[src/rtl/audio_mixer_if.sv]
// audio_mixer_if: sample-request / sample-result bundle between the mixer
// and its surroundings (AY/ULA sources upstream, sigma-delta DAC downstream).
//   CE            sample-rate strobe into the mixer
//   AY_A/B/C      AY channel levels, unsigned 8-bit
//   GAIN          per-channel attenuation shifts ([1:0]=A, [3:2]=B, [5:4]=C)
//   EAR, MIC      ULA beeper / tape bits
//   DC_EN         enable DC-blocking high-pass
//   SAMPLE        excess-2^MSBI result, feeds the DAC
//   SAMPLE_VALID  one-cycle pulse when SAMPLE updates
//   BUSY          mixer is computing a sample
//   CLIP          one-cycle pulse with SAMPLE_VALID when saturation occurred
//   OVERRUN       sticky: CE arrived while BUSY
// master = the side driving requests, slave = the mixer.
interface audio_mixer_if #(
  parameter int MSBI = 7
);
  logic            CE;
  logic [7:0]      AY_A;
  logic [7:0]      AY_B;
  logic [7:0]      AY_C;
  logic [5:0]      GAIN;
  logic            EAR;
  logic            MIC;
  logic            DC_EN;
  logic [MSBI:0]   SAMPLE;
  logic            SAMPLE_VALID;
  logic            BUSY;
  logic            CLIP;
  logic            OVERRUN;

  modport master (
    output CE, AY_A, AY_B, AY_C, GAIN, EAR, MIC, DC_EN,
    input  SAMPLE, SAMPLE_VALID, BUSY, CLIP, OVERRUN
  );

  modport slave (
    input  CE, AY_A, AY_B, AY_C, GAIN, EAR, MIC, DC_EN,
    output SAMPLE, SAMPLE_VALID, BUSY, CLIP, OVERRUN
  );
endinterface

[src/rtl/audio_mixer.sv]
// audio_mixer: upstream feeder for the 1-bit sigma-delta audio DAC.
// On CE it snapshots the AY levels and ULA bits, accumulates them one term
// per clock with per-channel attenuation, optionally removes DC with a
// leaky-integrator high-pass, saturates and emits an excess-2^MSBI sample.
// Ports:
//   CLK    system clock
//   RESET  synchronous, active-high reset
//   bus    audio_mixer_if.slave (request inputs, sample outputs)
// Parameters:
//   MSBI   output sample MSB index (3..10)
//   DCK    DC-tracker time-constant shift
module audio_mixer #(
  parameter int MSBI = 7,
  parameter int DCK  = 8
) (
  input  logic          CLK,
  input  logic          RESET,
  audio_mixer_if.slave  bus
);

  typedef enum logic [2:0] {
    IDLE     = 3'd0,
    ACC_A    = 3'd1,
    ACC_B    = 3'd2,
    ACC_C    = 3'd3,
    ACC_BEEP = 3'd4,
    POST     = 3'd5
  } state_t;

  localparam int DCW = 13 + DCK;
  // The centred mix spans about +-2^9; it is scaled so that range fills the
  // +-2^MSBI output range (right shift for narrow outputs, left for MSBI=10).
  localparam int SHR = (MSBI <= 9) ? (9 - MSBI) : 0;
  localparam int SHL = (MSBI > 9) ? (MSBI - 9) : 0;
  localparam logic signed [15:0] S_MAX = (16'sd1 <<< MSBI) - 16'sd1;
  localparam logic signed [15:0] S_MIN = -(16'sd1 <<< MSBI);
  localparam logic [MSBI:0] MIDSCALE = {1'b1, {MSBI{1'b0}}};

  state_t state;
  state_t state_next;

  logic [7:0]  snap_a;
  logic [7:0]  snap_b;
  logic [7:0]  snap_c;
  logic [5:0]  snap_gain;
  logic        snap_ear;
  logic        snap_mic;
  logic        snap_dc_en;

  logic [10:0] acc;
  logic [10:0] term;
  logic [10:0] acc_next;

  logic signed [DCW-1:0] dc_acc;
  logic signed [DCW-1:0] dc_acc_next;
  logic signed [12:0]    centered;
  logic signed [12:0]    dc;
  logic signed [13:0]    y;
  logic signed [15:0]    s_scaled;
  logic [MSBI:0]         sample_next;
  logic                  clip_next;

  // State register.
  always_ff @(posedge CLK) begin
    if (RESET) begin
      state <= IDLE;
    end else begin
      state <= state_next;
    end
  end

  // Next-state sequencing and the accumulator term added in each state.
  always_comb begin
    state_next = state;
    term       = 11'd0;
    case (state)
      IDLE: begin
        if (bus.CE) begin
          state_next = ACC_A;
        end else begin
          state_next = IDLE;
        end
      end
      ACC_A: begin
        term       = {3'b000, snap_a >> snap_gain[1:0]};
        state_next = ACC_B;
      end
      ACC_B: begin
        term       = {3'b000, snap_b >> snap_gain[3:2]};
        state_next = ACC_C;
      end
      ACC_C: begin
        term       = {3'b000, snap_c >> snap_gain[5:4]};
        state_next = ACC_BEEP;
      end
      ACC_BEEP: begin
        term       = (snap_ear ? 11'd256 : 11'd0) + (snap_mic ? 11'd32 : 11'd0);
        state_next = POST;
      end
      POST: begin
        state_next = IDLE;
      end
      default: begin
        state_next = IDLE;
      end
    endcase
    acc_next = acc + term;
  end

  // Post-processing: centre, optional DC removal, scale and saturate.
  always_comb begin
    centered = $signed({2'b00, acc}) - 13'sd512;
    dc       = 13'(dc_acc >>> DCK);
    if (snap_dc_en) begin
      y           = 14'(centered) - 14'(dc);
      dc_acc_next = dc_acc + DCW'(y);
    end else begin
      y           = 14'(centered);
      dc_acc_next = '0;
    end
    // Arithmetic shift gives floor rounding for negative values.
    s_scaled = (16'(y) <<< SHL) >>> SHR;
    if (s_scaled > S_MAX) begin
      sample_next = '1;
      clip_next   = 1'b1;
    end else if (s_scaled < S_MIN) begin
      sample_next = '0;
      clip_next   = 1'b1;
    end else begin
      // Two's complement to excess-2^MSBI: invert the sign bit.
      sample_next = {~s_scaled[MSBI], s_scaled[MSBI-1:0]};
      clip_next   = 1'b0;
    end
  end

  // Snapshot, accumulator, DC tracker and registered outputs.
  always_ff @(posedge CLK) begin
    if (RESET) begin
      snap_a           <= 8'd0;
      snap_b           <= 8'd0;
      snap_c           <= 8'd0;
      snap_gain        <= 6'd0;
      snap_ear         <= 1'b0;
      snap_mic         <= 1'b0;
      snap_dc_en       <= 1'b0;
      acc              <= 11'd0;
      dc_acc           <= '0;
      bus.SAMPLE       <= MIDSCALE;
      bus.SAMPLE_VALID <= 1'b0;
      bus.CLIP         <= 1'b0;
      bus.BUSY         <= 1'b0;
      bus.OVERRUN      <= 1'b0;
    end else begin
      bus.SAMPLE_VALID <= 1'b0;
      bus.CLIP         <= 1'b0;
      bus.BUSY         <= (state_next != IDLE);
      if (state == IDLE) begin
        if (bus.CE) begin
          snap_a     <= bus.AY_A;
          snap_b     <= bus.AY_B;
          snap_c     <= bus.AY_C;
          snap_gain  <= bus.GAIN;
          snap_ear   <= bus.EAR;
          snap_mic   <= bus.MIC;
          snap_dc_en <= bus.DC_EN;
          acc        <= 11'd0;
        end
      end else begin
        // A request while busy is dropped, only flagged.
        if (bus.CE) begin
          bus.OVERRUN <= 1'b1;
        end
        if (state == POST) begin
          bus.SAMPLE       <= sample_next;
          bus.SAMPLE_VALID <= 1'b1;
          bus.CLIP         <= clip_next;
          dc_acc           <= dc_acc_next;
        end else begin
          acc <= acc_next;
        end
      end
    end
  end

endmodule

[src/flat_wrapper.sv]
// flat-port wrapper written by rule: the top's interface ports become plain ports
module audio_mixer_flat 
#(
  parameter int MSBI = 7,
  parameter int DCK  = 8
)
  (CLK, RESET, bus_CE, bus_AY_A, bus_AY_B, bus_AY_C, bus_GAIN, bus_EAR, bus_MIC, bus_DC_EN, bus_SAMPLE, bus_SAMPLE_VALID, bus_BUSY, bus_CLIP, bus_OVERRUN);
  audio_mixer_if #(.MSBI(MSBI)) bus_i ();
  input  logic CLK;
  input  logic RESET;
  input wire logic [$bits(bus_i.CE)-1:0] bus_CE;
  input wire logic [$bits(bus_i.AY_A)-1:0] bus_AY_A;
  input wire logic [$bits(bus_i.AY_B)-1:0] bus_AY_B;
  input wire logic [$bits(bus_i.AY_C)-1:0] bus_AY_C;
  input wire logic [$bits(bus_i.GAIN)-1:0] bus_GAIN;
  input wire logic [$bits(bus_i.EAR)-1:0] bus_EAR;
  input wire logic [$bits(bus_i.MIC)-1:0] bus_MIC;
  input wire logic [$bits(bus_i.DC_EN)-1:0] bus_DC_EN;
  output wire logic [$bits(bus_i.SAMPLE)-1:0] bus_SAMPLE;
  output wire logic [$bits(bus_i.SAMPLE_VALID)-1:0] bus_SAMPLE_VALID;
  output wire logic [$bits(bus_i.BUSY)-1:0] bus_BUSY;
  output wire logic [$bits(bus_i.CLIP)-1:0] bus_CLIP;
  output wire logic [$bits(bus_i.OVERRUN)-1:0] bus_OVERRUN;
  assign bus_i.CE = bus_CE;
  assign bus_i.AY_A = bus_AY_A;
  assign bus_i.AY_B = bus_AY_B;
  assign bus_i.AY_C = bus_AY_C;
  assign bus_i.GAIN = bus_GAIN;
  assign bus_i.EAR = bus_EAR;
  assign bus_i.MIC = bus_MIC;
  assign bus_i.DC_EN = bus_DC_EN;
  assign bus_SAMPLE = bus_i.SAMPLE;
  assign bus_SAMPLE_VALID = bus_i.SAMPLE_VALID;
  assign bus_BUSY = bus_i.BUSY;
  assign bus_CLIP = bus_i.CLIP;
  assign bus_OVERRUN = bus_i.OVERRUN;
  audio_mixer #(.MSBI(MSBI), .DCK(DCK)) u_core (.CLK(CLK), .RESET(RESET), .bus(bus_i));
endmodule
[config.mk]
export PLATFORM = sky130hd
export DESIGN_NAME = audio_mixer_flat
export DESIGN_NICKNAME = d
export VERILOG_FILES = /design/src/rtl/audio_mixer_if.sv /design/src/rtl/audio_mixer.sv /design/src/flat_wrapper.sv
export SDC_FILE = /design/constraint.sdc
export NUM_CORES = 1
export LEC_CHECK = 0
export CORE_ASPECT_RATIO = 0.8
export CORE_MARGIN = 2
export CORE_UTILIZATION = 50
export DETAILED_ROUTE_END_ITERATION = 12
export DONT_BUFFER_PORTS = 1
export PLACE_DENSITY = 0.77
export SLEW_MARGIN = 10
export SYNTH_ARGS = -nofsm -noshare
export SYNTH_HDL_FRONTEND = slang
export SYNTH_SLANG_ARGS = --single-unit
[constraint.sdc]
create_clock -name CLK -period 4.9 [get_ports CLK]
set_clock_uncertainty 0.1 [all_clocks]
set_input_delay 0.98 -clock CLK [delete_from_list [all_inputs] [get_ports CLK]]
set_output_delay 0.98 -clock CLK [all_outputs]
set_load 0.02 [all_outputs]
* After elaboration in Yosys (flattened, before gate mapping)
Cells that the tools add are included.
** Operators by class
- Mux-type cells :: 15
- $lt $le $gt $ge :: 2
- Eq/ne operators :: 7
- Add/subtract/negate cells :: 5
- Reductions and logical operators :: 8
- Shift operators :: 3
- Bitwise logic cells :: 3
** Operators with widths (count)
- case mux 11 bit (4 select lines) :: 1
- two-way mux 11 bit :: 3
- right shift 8 x 2 -> 8 bit :: 3
- adder 11 bit :: 2
- adder 21 x 14 -> 21 bit :: 1
- two-way mux 21 bit :: 1
- two-way mux 8 bit :: 2
- case mux 3 bit (5 select lines) :: 1
- two-way mux 14 bit :: 1
- subtractor 12 x 13 -> 14 bit :: 1
- > comparator 12 x 8 -> 1 bit (second input constant) :: 1
- less-than comparator 12 x 8 -> 1 bit (second input constant) :: 1
- subtractor 11 x 10 -> 12 bit (second input constant) :: 1
- two-way mux 9 bit :: 1
- AND reduction 2 bit :: 4
- == test 3 x 2 -> 1 bit (second input constant) :: 2
- == test 3 bit (second input constant) :: 2
- two-way mux 6 bit :: 1
- two-way mux 1 bit :: 4
- == test 3 x 1 -> 1 bit (second input constant) :: 1
- logical NOT 3 bit :: 1
- NOT 1 bit :: 3
- nonzero test 3 bit :: 1
- OR reduction 3 bit :: 1
- 3 further kinds :: 3
** Storage, ports and cells
- Input port bits :: 36
- Logic and storage cells :: 58
- Register bits after elaboration :: 80
- Output and inout port bits :: 12

* Depth between registers and ports, before layout
Gate-level depths: netlist (run 1).
- Word-level depth :: 6
- Gate-level depth with buffers :: 19
- Gate-level depth less buffers :: 19

* Worst setup path before layout (run 1)
OpenSTA, ideal clock, no wires.
- Path kind :: register to register
- Start :: reg u_core.acc[9]
- End :: reg u_core.dc_acc[20]
- Path slack :: 0.543 ns
- Arrival :: 4.123 ns
- Buffers on the path :: 0
- Setup time :: 0.134 ns
- Cell stages (with the launch flop) :: 19
- Required time :: 4.666 ns
- Clock period less this slack :: 4.357 ns
- Path through :: dfxtp_1 inv_1 ha_1 inv_1 ha_1 a21oi_1 o21a_1 a21oi_1 a221o_2 o21a_1 nor2_1 ha_1 and2_1 a221oi_1 a31oi_1 nor2_1 a21oi_1 a21boi_1 or4_1
** Between the ends
- Word-level cells in the longest chain between the ends :: 4
** RTL lines
- start, declared :: RTL line audio_mixer.sv:50 : logic [10:0] acc;
- start signal, assigned :: RTL line audio_mixer.sv:179 : acc <= acc_next;
- subtractor 11 x 10 -> 12 bit :: RTL line audio_mixer.sv:112 : centered = $signed({2'b00, acc}) - 13'sd512;
- subtractor 12 x 13 -> 14 bit :: RTL line audio_mixer.sv:115 : y = 14'(centered) - 14'(dc);
- adder 21 x 14 -> 21 bit :: RTL line audio_mixer.sv:116 : dc_acc_next = dc_acc + DCW'(y);
- two-way mux 21 bit :: RTL line audio_mixer.sv:114 : if (snap_dc_en) begin
- end signal, assigned :: RTL line audio_mixer.sv:177 : dc_acc <= dc_acc_next;
- end, declared :: RTL line audio_mixer.sv:54 : logic signed [DCW-1:0] dc_acc;
Every way passes these cells.
A chain may end at the register's enable or synchronous reset.

* Worst setup path in the final report (run 1)
Ends and elaborated chain as after synthesis.

==> summary.md, run 1 <==
| Metric | Value |
|---|---|
| Cell type of the slowest stage on the worst timing path | `sky130_fd_sc_hd__or4_1` |
| Peak supply drop | `197 uV` |
| Async SR Flop Fraction | `0%` |
| Overall fraction of global-route tracks in use | `23.7%` |
| Placement Rows | `35` |
| Source of the critical timing path | `u_core.acc[9]$_SDFFE_PP0P_` |
| Combined flip-flop and latch cell area | `1600 um2` |
| Share of layout cells above drive strength 1 | `10.9%` |
| Xor/xnor share of the synthesized area | `3.70%` |
| Worst path required time | `about 5 ns` |
| Period utilisation layout | `96.1%` |
| Synthesized cell area | `a little under 6000 um2` |
| Total clock buffers created by CTS | `9` |
| Instance area at placement | `~6000 um2` |
| Drt wl/cell | `~17 um` |
| Worst-Margin Slew | `1.00 ns` |
| R2r startpoint | `u_core.acc[9]$_SDFFE_PP0P_` |
| R2R setup slack | `around 0.19 ns` |
| Final routed DRC violation total | `0` |
| Chip width | `125 um` |
| Synth unique cells | `76` |
| Static Leakage | `~2.4 nW` |
| HP Start | `u_core.snap_a[0]$_SDFFE_PP0P_` |
| Fillers | `1046` |
| Cells after synthesis | `743` |
| CTS sink cnt | `80` |
| Final ANT Viol Nets | `0` |
| Crit end category | `flop` |
| Compound-gate portion of the synthesized area | `24.8%` |
| TritonCTS clock tree | `done` |
| Aggregate global routing overflow | `0` |
| Nets in the synthesized netlist | `approximately 830` |
| H-tree depth reported by CTS | `3` |
| Count of input and output buffers | `0` |
| Startpoint class of the critical path | `flop` |
| Post-route design area | `between 6000 and 7000 um2` |
| Sequence of cells on the critical path | `inv_1 > ha_1 > inv_1 > ha_2 > a21oi_2 > nand2_1 > o21bai_1 > a41o_2 > nor4_4 > inv_1 > ha_1 > a21oi_1 > nand2_1 > a221oi_2 > a31oi_1 > nor2_1 > a21oi_2 > a21boi_1 > or4_1` |
| Via-per-instance ratio | `6.21` |
| Destination of the worst register-to-register timing path | `u_core.dc_acc[20]$_SDFFE_PP0P_` |
| Clock Path Buffers | `2` |
| Area of the core region | `about 12000 um2` |
| Area growth from synthesis to layout | `6.78%` |
| Number of antenna violations at the first check in global routing | `0` |
| Delay contributed by the slowest stage of the critical path | `0.51 ns` |
| Main combinational cell family by area after synthesis | `compound AO/OA/AOI/OAI gates` |
| Final estimated routing congestion in global placement | `0.906` |
| DIE AREA | `12700 um2` |
| Final std cells w/o fill | `870` |
| Count of antenna diodes in the layout | `0` |
| Total Routed Length | `15100 um` |
| Mux cell area share after synthesis | `6.42%` |
| Iteration count of the initial detailed-routing pass | `5` |
| Area of the multi-input gates | `3990 um2` |
| Most frequent standard cell in the layout excluding fill and tap cells | `sky130_fd_sc_hd__nand2_1` |
| Class of the most critical setup path | `flop to flop` |
| Top library cells by usage in the layout, fill and taps aside | `sky130_fd_sc_hd__nand2_1, sky130_fd_sc_hd__dfxtp_1, sky130_fd_sc_hd__a21oi_1, sky130_fd_sc_hd__nor2_1, sky130_fd_sc_hd__ha_1` |
| Maximum capacitance violations | `0` |
| Final period demand of the worst path | `~4.7 ns` |
| Share of synthesized area occupied by flip-flops and latches | `between 20% and 30%` |
| Cell count after placement | `roughly 850` |
| Count of nets after finishing | `800` |
| 1st-iter DRT viols | `633` |
| R2R depth | `19` |
| Crit path max fanout | `7` |
| Seq cells post-synth | `80` |
| Largest net degree at the start of global routing | `92` |
| Wire length of the first global-routing pass | `approximately 24000 um` |
| Count of synthesis-stage warnings from yosys | `0` |
| Adder-cell area share of the yosys netlist | `10.4%` |
| Post-synth EDFFs | `0` |
| DP Wirelength | `between 10000 and 15000 um` |
| Most instantiated flip-flop cell in the synthesis netlist | `sky130_fd_sc_hd__dfxtp_1` |
| Cell type with the highest occurrence count on the critical path | `sky130_fd_sc_hd__inv_1` |
| Worst Hold Class | `flop to flop` |
| Latest clock arrival within the worst-skew pair | `0.34 ns` |
| Worst slew slack as a fraction of its limit | `32.8%` |
| Final number of setup-violating endpoints | `0` |
| End point of the critical path | `u_core.dc_acc[20]$_SDFFE_PP0P_` |
| Post-synthesis area per instance | `7.92 um2` |
| Clock slew at the register clock pins of the worst setup and hold paths | `~0.060 ns` |
| Number of endpoints with negative hold slack in the final report | `0` |
| Floorplan die height | `approximately 100 um` |
| Power density normalized to cell area | `roughly 280 nW/um2` |
| Vias | `between 5000 and 6000` |
| Fin. max-slew vios | `0` |
| Boundary Pins | `48` |
| Initial core utilization | `51.1%` |
| Fraction of the mapped netlist area in simple logic gates | `between 20% and 30%` |
| Number of global-route vias before repair | `roughly 5000` |
| Status | `finished clean` |
| Fmax | `approximately 210 MHz` |
| Root buffer selected by CTS | `sky130_fd_sc_hd__clkbuf_16` |
| Arrival time reported for the critical path endpoint | `4.83 ns` |
stage by stage:
stage               setup TNS (ns)  util (%)  setup WS [ns]  hold slack (ns)  power, mW
global route               -0.0316      54.6        -0.0316            0.377       1.82
global placement                 0      51.4          0.435            0.338       1.03
floorplan                        0         -          0.543            0.332      0.985
detailed placement               0      51.4          0.238            0.344       1.04
CTS                              0      54.1          0.150            0.351       1.75
finish                           0      54.6          0.191            0.352       1.75
registers in the layout, indices dropped and copies added, names as in the netlist:
name / count
u_core.dc_acc: 21
u_core.acc: 11
u_core.bus.SAMPLE: 8
u_core.snap_a: 8
u_core.snap_b: 8
u_core.snap_c: 8
u_core.snap_gain: 6
u_core.state: 3
u_core.bus.BUSY: 1
u_core.bus.CLIP: 1
u_core.bus.OVERRUN: 1
u_core.bus.SAMPLE_VALID: 1
u_core.snap_dc_en: 1
u_core.snap_ear: 1
u_core.snap_mic: 1
where the power goes:
group          internal, mW  switching, mW
combinational         0.119          0.183
sequential            0.681         0.0510
clock                 0.426          0.290
total                  1.23          0.524
layer usage:
layer  part of all wire, %  global-route usage [%]  vias up
met5                     0                       0        -
met4                   2.0                    7.78        0
met3                   8.4                    5.57       26
met2                    43                    35.8      214
met1                    47                    33.5     2549
li1                      -                       -     2617
worst max-delay path: cells and delay by family (launching register included):
kind,cells,cell delay (ns)
and+or+nand+nor,5,1.24
AOI/OAI and AO/OA,8,1.59
DFF,1,0.35
adders and majority gates,3,0.98
buffers and inverters,3,0.33
cells in the mapped netlist, drive strengths merged (4+ instances only):
cell type / n / area, um2
clkbuf: 38 / 153
nand3b: 4 / 30.0
a31oi: 4 / 25.0
inv: 35 / 131
o21a: 13 / 97.6
nor3: 21 / 110
nand4: 5 / 31.3
a211oi: 12 / 130
nand2b: 6 / 37.5
mux2: 10 / 113
a22oi: 19 / 143
buf: 7 / 47.6
o41ai: 5 / 43.8
dfxtp: 80 / 1600
a21oi: 68 / 344
and2: 7 / 45.1
nor2b: 7 / 43.8
nand3: 16 / 80.1
mux4: 6 / 135
o21ai: 27 / 143
or3: 5 / 31.3
nor2: 63 / 236
o31ai: 5 / 42.5
xnor2: 13 / 114
o211ai: 10 / 75.1
xor2: 11 / 104
mux2i: 13 / 130
nor4: 13 / 111
ha: 44 / 551
nand2: 114 / 428
o21bai: 6 / 45.0
a21o: 11 / 86.3
cell families after synthesis:
group,Yosys count
buf+inv,81
simple gates,274
compound gates,208
mux,29
xor+xnor,24
flops,80
fa+ha+maj,47
how the worst min path moves through the flow:
stage	to	slack [ns]	cells past startpoint
2_1_floorplan	u_core.snap_ear$_SDFFE_PP0P_	0.33	2
5_1_grt	u_core.dc_acc[4]$_SDFFE_PP0P_	0.38	2
3_5_place_dp	u_core.snap_a[0]$_SDFFE_PP0P_	0.34	2
3_3_place_gp	u_core.dc_acc[0]$_SDFFE_PP0P_	0.34	2
4_1_cts	u_core.snap_a[0]$_SDFFE_PP0P_	0.35	2
6_report	u_core.snap_a[0]$_SDFFE_PP0P_	0.35	2
cell type report:
cell class	instances	share of cell area, %
sequential	80	25.5
inverter	36	2.15
timing repair buffer	8	0.956
tap	148	2.95
multi-input combinational	582	63.4
clock inverter	5	1.02
clock buffer	11	4.02
repair_timing:
| item | CTS | global route |
|---|---|---|
| setup endpoints to repair | 0 | 2 |
| hold buffers | 0 | 0 |
| setup buffers | 0 | 2 |
| resized for setup | 0 | 8 |
Note: power is estimated with default switching activity, not from simulation.
==> run 2: changes to the inputs <==
--- a/config.mk
+++ b/config.mk
@@ -8,8 +8,10 @@
 export CORE_ASPECT_RATIO = 0.8
 export CORE_MARGIN = 2
 export CORE_UTILIZATION = 50
+export CTS_BUF_LIST = sky130_fd_sc_hd__clkbuf_2
 export DETAILED_ROUTE_END_ITERATION = 12
 export DONT_BUFFER_PORTS = 1
+export MAX_ROUTING_LAYER = met4
 export PLACE_DENSITY = 0.77
 export SLEW_MARGIN = 10
 export SYNTH_ARGS = -nofsm -noshare
==> run 2 against run 1 <==
Net effect:
- largest cell class unchanged
- power is 21% lower
- largest power group unchanged
- critical endpoint unchanged
- die area stayed put
- final cell count is 0.11% lower
- worst setup slack better by 0.060 ns
- global-route usage is 0.051 points higher
- critical path type unchanged
- utilization is 2.0 points lower
- sequential share of layout area is 0.97 points higher
- clock power is 51% lower
- highest routed layer unchanged
- register-to-register slack better by 0.06 ns
- sequential power is 0.5% higher
- worst hold slack worse by 0.016 ns
==> summary.md, run 2 (synthesis results as in run 1) <==
| Metric | Value |
|---|---|
| Share of total power in sequential cells | `a little over half` |
| P_sw | `roughly 0.51 mW` |
| Crit path max fanout | `7` |
| Period utilisation layout | `94.9%` |
| Final estimated routing congestion in global placement | `0.917` |
| Final ANT Viol Nets | `0` |
| Combined flip-flop and latch cell area | `between 1500 and 2000 um2` |
| Chip width | `about 130 um` |
| Minimum setup slack in the final design | `0.251 ns` |
| Crit end category | `flop` |
| Total Routed Length | `around 15000 um` |
| Power density normalized to cell area | `229 nW/um2` |
| Placement Rows | `35` |
| Count of input and output buffers | `0` |
| Final period demand of the worst path | `4.65 ns` |
| Startpoint class of the critical path | `flop` |
| Root buffer selected by CTS | `sky130_fd_sc_hd__clkbuf_2` |
| Overall fraction of global-route tracks in use | `23.8%` |
| Number of buffers inserted by hold repair at cts | `0` |
| Wire length of the first global-routing pass | `23700 um` |
| Drt wl/cell | `16.9 um` |
| Largest register FFs | `21` |
| Area of the core region | `11500 um2` |
| Fin. max-slew vios | `0` |
| Clock slew at the register clock pins of the worst setup and hold paths | `0.24 ns` |
| Sum Neg Setup Slack | `0 ns` |
| Largest reg by FF count | `u_core.dc_acc` |
| Iteration count of the initial detailed-routing pass | `5` |
| Final std cells w/o fill | `a little under 900` |
| Aggregate global routing overflow | `0` |
| TritonCTS clock tree | `done` |
| Static Leakage | `2.28 nW` |
| Top Registers | `u_core.dc_acc (21), u_core.acc (11)` |
| Arrival time reported for the critical path endpoint | `5.02 ns` |
| Worst path required time | `5.28 ns` |
| Share of layout cells above drive strength 1 | `approximately 11%` |
| Status | `finished clean` |
| Share of total power consumed by net switching | `36.5%` |
| Number of global-route vias before repair | `4860` |
| Top library cells by usage in the layout, fill and taps aside | `sky130_fd_sc_hd__nand2_1, sky130_fd_sc_hd__dfxtp_1, sky130_fd_sc_hd__a21oi_1, sky130_fd_sc_hd__nor2_1, sky130_fd_sc_hd__ha_1` |
| Fmax | `215 MHz` |
| Via-per-instance ratio | `just over 6` |
| Clock Power Share | `between 20 and 30%` |
| Worst-Margin Slew | `1.01 ns` |
| Latest clock arrival within the worst-skew pair | `slightly below 0.6 ns` |
| Core utilization of the finished layout | `between 50% and 60%` |
| Final routed DRC violation total | `0` |
| Peak supply drop | `133 uV` |
| Final number of setup-violating endpoints | `0` |
| Fillers | `roughly 1100` |
| 1st-iter DRT viols | `between 600 and 700` |
| Area of the multi-input gates | `3980 um2` |
| Worst Hold Class | `input port to flop` |
| Boundary Pins | `48` |
| DP Wirelength | `10700 um` |
| CTS sink cnt | `80` |
| Area growth from synthesis to layout | `2.96%` |
| Total clock buffers created by CTS | `9` |
| Cell count after placement | `851` |
| Number of endpoints with negative hold slack in the final report | `0` |
| Most frequent standard cell in the layout excluding fill and tap cells | `sky130_fd_sc_hd__nand2_1` |
| Count of nets after finishing | `799` |
| Count of antenna diodes in the layout | `0` |
| Maximum capacitance violations | `0` |
| Vias | `5363` |
| Floorplan die height | `101 um` |
| Setup repair after global routing missed its margin | `false` |
| DIE AREA | `12700 um2` |
| Class of the most critical setup path | `flop to flop` |
| Number of antenna violations at the first check in global routing | `0` |
| Share of power burned in combinational logic | `approximately 22%` |
| Worst slew slack as a fraction of its limit | `between 30% and 40%` |
| Worst slack at placement | `between 0.15 and 0.2 ns` |
| Clock Path Buffers | `2` |
| H-tree depth reported by CTS | `3` |
| Internal power of the cells | `just under 0.9 mW` |
| Initial core utilization | `51.1%` |
| Largest net degree at the start of global routing | `92` |
==> run 2: changes by cell type in the layout (fill, tap and decap cells not counted), sizes merged <==
cell / delta
bufinv: -1
inv: +4
clkbuf: -2
buf: -1
clkinvlp: -1
==> run 2: metrics by stage <==
step                      hold slack, ns  total power, mW  instance area [um2]
after global routing               0.288             1.45                 6060
final                              0.335             1.39                 6060
after floorplan                    0.332            0.985                 5880
after detailed placement           0.350             1.04                 5910
after CTS                          0.274             1.39                 6010
after global placement             0.338             1.03                 5910
==> run 2: power groups by stage <==
| stage | sequential, mW | clock (mW) | combinational [mW] |
|---|---|---|---|
| after floorplan | 0.716 | 0 | 0.270 |
| after global placement | 0.745 | 0 | 0.282 |
| after detailed placement | 0.747 | 0 | 0.291 |
| after CTS | 0.735 | 0.361 | 0.292 |
| after global routing | 0.743 | 0.382 | 0.329 |
| final | 0.736 | 0.353 | 0.298 |
==> run 2: timing repair <==
action,in CTS,in global routing
buffers inserted,0,2
setup endpoints to repair,0,2
resized for setup,0,9
==> run 2: path summary, 6_finish.rpt <==
path                                               startpoint                                end  slack (ns)  cells after the start
worst min register to register  u_core.dc_acc[4]$_SDFFE_PP0P_      u_core.dc_acc[4]$_SDFFE_PP0P_        0.37                      2
worst min-delay path                                    RESET  u_core.bus.SAMPLE[6]$_SDFFE_PP0P_        0.34                      1
worst max-delay path               u_core.acc[9]$_SDFFE_PP0P_     u_core.dc_acc[20]$_SDFFE_PP0P_        0.25                     19
worst max register to register     u_core.acc[9]$_SDFFE_PP0P_     u_core.dc_acc[20]$_SDFFE_PP0P_        0.25                     19
==> run 2: cell type report <==
class                   count  share of cell area, %
clock buffers               9                  0.743
clock inverters             7                  0.971
inverters                  36                   2.23
multi-input cells         582                   65.7
flip-flops and latches     80                   26.5
well taps                 148                   3.06
repair buffers              7                  0.867
==> run 2: critical path, stage by stage (launching register included) <==
cell                       delay (ns)
sky130_fd_sc_hd__dfxtp_2         0.40
sky130_fd_sc_hd__inv_2           0.07
sky130_fd_sc_hd__ha_1            0.29
sky130_fd_sc_hd__inv_1           0.10
sky130_fd_sc_hd__ha_2            0.32
sky130_fd_sc_hd__a21oi_2         0.15
sky130_fd_sc_hd__nand2_1         0.12
sky130_fd_sc_hd__o21bai_1        0.24
sky130_fd_sc_hd__a41o_2          0.32
sky130_fd_sc_hd__nor4_4          0.36
sky130_fd_sc_hd__inv_1           0.12
sky130_fd_sc_hd__ha_1            0.34
sky130_fd_sc_hd__a21oi_1         0.16
sky130_fd_sc_hd__nand2_1         0.11
sky130_fd_sc_hd__a221oi_2        0.30
sky130_fd_sc_hd__a31oi_2         0.15
sky130_fd_sc_hd__nor2_1          0.16
sky130_fd_sc_hd__a21oi_2         0.09
sky130_fd_sc_hd__a21boi_1        0.13
sky130_fd_sc_hd__or4_1           0.52
==> run 2: layer usage <==
layer | global-route usage (%) | part of all wire [%] | wire (um)
met4 | 5.38 | 0.93 | 136
met5 | - | 0 | 0
met3 | 6.90 | 7.9 | 1170
met1 | 32.5 | 48 | 7060
met2 | 34.8 | 43 | 6320
==> run 3: changes to the inputs <==
--- a/config.mk
+++ b/config.mk
@@ -13,7 +13,6 @@
 export DONT_BUFFER_PORTS = 1
 export MAX_ROUTING_LAYER = met4
 export PLACE_DENSITY = 0.77
-export SLEW_MARGIN = 10
 export SYNTH_ARGS = -nofsm -noshare
 export SYNTH_HDL_FRONTEND = slang
 export SYNTH_SLANG_ARGS = --single-unit
==> constraint.sdc (replaced) <==
create_clock -name CLK -period 5.3 [get_ports CLK]
set_clock_uncertainty 0.1 [all_clocks]
set_input_delay 1.06 -clock CLK [delete_from_list [all_inputs] [get_ports CLK]]
set_output_delay 1.06 -clock CLK [all_outputs]
set_load 0.02 [all_outputs]
==> run 3 against run 2 <==
Net effect:
- die area unchanged
- first-iteration DRC count up 8.4%
- sequential power decreased by 7.6%
- clock power shrank 4%
- cell area fell by 0.60%
- sequential share of layout area grew 0.14 points
- critical path type unchanged
- utilization fell by 0.31 points
- worst setup slack improved by 0.19 ns
- fmax is 4.2% lower
- combinational power shrank 7.4%
==> summary.md, run 3 (synthesis results as in run 1) <==
| Metric | Value |
|---|---|
| Status | `finished clean` |
| Number of antenna violations at the first check in global routing | `0` |
| Top Registers | `u_core.dc_acc (21), u_core.acc (11)` |
| Combined flip-flop and latch cell area | `1600 um2` |
| Aggregate global routing overflow | `0` |
| Fillers | `1100` |
| Cell type of the slowest stage on the worst timing path | `sky130_fd_sc_hd__or4_1` |
| Count of input and output buffers | `0` |
| Resized cells post-CTS | `0` |
| Final ANT Viol Nets | `0` |
| Power density normalized to cell area | `215 nW/um2` |
| DP Wirelength | `around 11000 um` |
| Fmax | `206 MHz` |
| Total clock buffers created by CTS | `9` |
| Placement Rows | `35` |
| Startpoint class of the critical path | `flop` |
| Core utilization of the finished layout | `52.3%` |
| Area of the multi-input gates | `3950 um2` |
| Worst Hold Class | `flop to flop` |
| Most frequent standard cell in the layout excluding fill and tap cells | `sky130_fd_sc_hd__nand2_1` |
| Largest net degree at the start of global routing | `92` |
| Number of global-route vias before repair | `4825` |
| Final routed DRC violation total | `0` |
| CTS sink cnt | `80` |
| Worst slew slack as a fraction of its limit | `31.2%` |
| Top library cells by usage in the layout, fill and taps aside | `sky130_fd_sc_hd__nand2_1, sky130_fd_sc_hd__dfxtp_1, sky130_fd_sc_hd__a21oi_1, sky130_fd_sc_hd__nor2_1, sky130_fd_sc_hd__ha_1` |
| Final estimated routing congestion in global placement | `0.903` |
| Largest register FFs | `21` |
| Arrival time reported for the critical path endpoint | `5.21 ns` |
| Worst path required time | `5.65 ns` |
| Floorplan die height | `approximately 100 um` |
| Area growth from synthesis to layout | `2.34%` |
| TritonCTS clock tree | `done` |
| 1st-iter DRT viols | `659` |
| Wire length of the first global-routing pass | `23600 um` |
| Setup repair after global routing missed its margin | `false` |
| Final-layout worst hold slack | `0.368 ns` |
| Via-per-instance ratio | `6.16` |
| Crit end category | `flop` |
| Vias | `~5300` |
| Final period demand of the worst path | `around 5 ns` |
| Clock slew at the register clock pins of the worst setup and hold paths | `0.22 ns` |
| Worst-Margin Slew | `1.03 ns` |
| Maximum capacitance violations | `0` |
| Final number of setup-violating endpoints | `0` |
| Count of nets after finishing | `797` |
| Share of layout cells above drive strength 1 | `a little under a tenth` |
| Iteration count of the initial detailed-routing pass | `8` |
| Static Leakage | `2.27 nW` |
| Drt wl/cell | `16.7 um` |
| Sum Neg Setup Slack | `0 ns` |
| Chip width | `125 um` |
| Count of antenna diodes in the layout | `0` |
| Area of the core region | `11500 um2` |
| Largest reg by FF count | `u_core.dc_acc` |
| Peak supply drop | `120 uV` |
| Fin. max-slew vios | `0` |
| Number of buffers inserted by hold repair at cts | `0` |
| Latest clock arrival within the worst-skew pair | `0.56 ns` |
| Overall fraction of global-route tracks in use | `between 20% and 30%` |
| Clock Path Buffers | `2` |
| Class of the most critical setup path | `flop to flop` |
| DIE AREA | `12700 um2` |
| Period utilisation layout | `slightly above 90%` |
| Crit path max fanout | `7` |
| Root buffer selected by CTS | `sky130_fd_sc_hd__clkbuf_2` |
| Post-CTS setup repair buffer count | `0` |
| Sequence of cells on the critical path | `inv_1 > ha_1 > inv_1 > ha_1 > a21oi_1 > nand2_1 > nand4b_1 > a41o_2 > nor4_4 > inv_1 > ha_1 > a21oi_1 > nand2_1 > a221oi_1 > a31oi_1 > nor2_1 > a21oi_1 > a21boi_1 > or4_1` |
| H-tree depth reported by CTS | `3` |
| Total Routed Length | `14500 um` |
| Boundary Pins | `48` |
| Delay contributed by the slowest stage of the critical path | `0.53 ns` |
| Number of endpoints with negative hold slack in the final report | `0` |
| Initial core utilization | `between 50% and 60%` |
-- run 3: cell types whose count changed in the layout (fill, tap and decap cells not counted), sizes merged --
cell | previous run | this run
inv | 40 | 36
clkinv | 3 | 4
buf | 7 | 5
clkinvlp | 0 | 2
bufinv | 0 | 1
-- run 3: through the flow --
stage | setup slack [ns] | std cells | power [mW] | cell area (um2)
after detailed placement | 0.555 | 851 | 0.961 | 5910
final | 0.445 | 867 | 1.29 | 6020
after global routing | 0.153 | 867 | 1.37 | 6020
after floorplan | 0.943 | 743 | 0.911 | 5880
after CTS | 0.529 | 867 | 1.30 | 6020
after global placement | 0.825 | 851 | 0.949 | 5910
-- run 3: where the power goes --
group	internal (mW)	switching, mW
Clock	0.108	0.231
Sequential	0.632	0.0487
Combinational	0.109	0.167
-- run 3: metal layers --
| metal | track usage, % | routed length [um] |
|---|---|---|
| met4 | 5.73 | 192 |
| met3 | 4.41 | 1060 |
| met2 | 33.9 | 6110 |
| met5 | - | 0 |
| met1 | 33.3 | 7110 |
-- run 3: layout make-up --
cell class,instances,share of cell area (%)
inverters,36,2.24
clock inverters,7,1.16
multi-input cells,582,65.6
well taps,148,3.08
repair buffers,5,0.623
clock buffers,9,0.748
flip-flops and latches,80,26.6
-- run 3: worst paths after layout --
kind                                       from  slack [ns]  cells after the start                              to
setup reg to reg     u_core.acc[9]$_SDFFE_PP0P_        0.44                     19  u_core.dc_acc[20]$_SDFFE_PP0P_
hold reg to reg   u_core.dc_acc[4]$_SDFFE_PP0P_        0.37                      2   u_core.dc_acc[4]$_SDFFE_PP0P_
setup / recovery     u_core.acc[9]$_SDFFE_PP0P_        0.44                     19  u_core.dc_acc[20]$_SDFFE_PP0P_
hold / removal    u_core.dc_acc[4]$_SDFFE_PP0P_        0.37                      2   u_core.dc_acc[4]$_SDFFE_PP0P_
-- run 3: critical path, delay by kind of cell (launching register included) --
family / cells / cell delay (ns)
buffers and inverters: 3 / 0.37
adders and majority gates: 3 / 0.98
and+or+nand+nor: 6 / 1.42
DFF: 1 / 0.40
AOI/OAI and AO/OA: 7 / 1.50
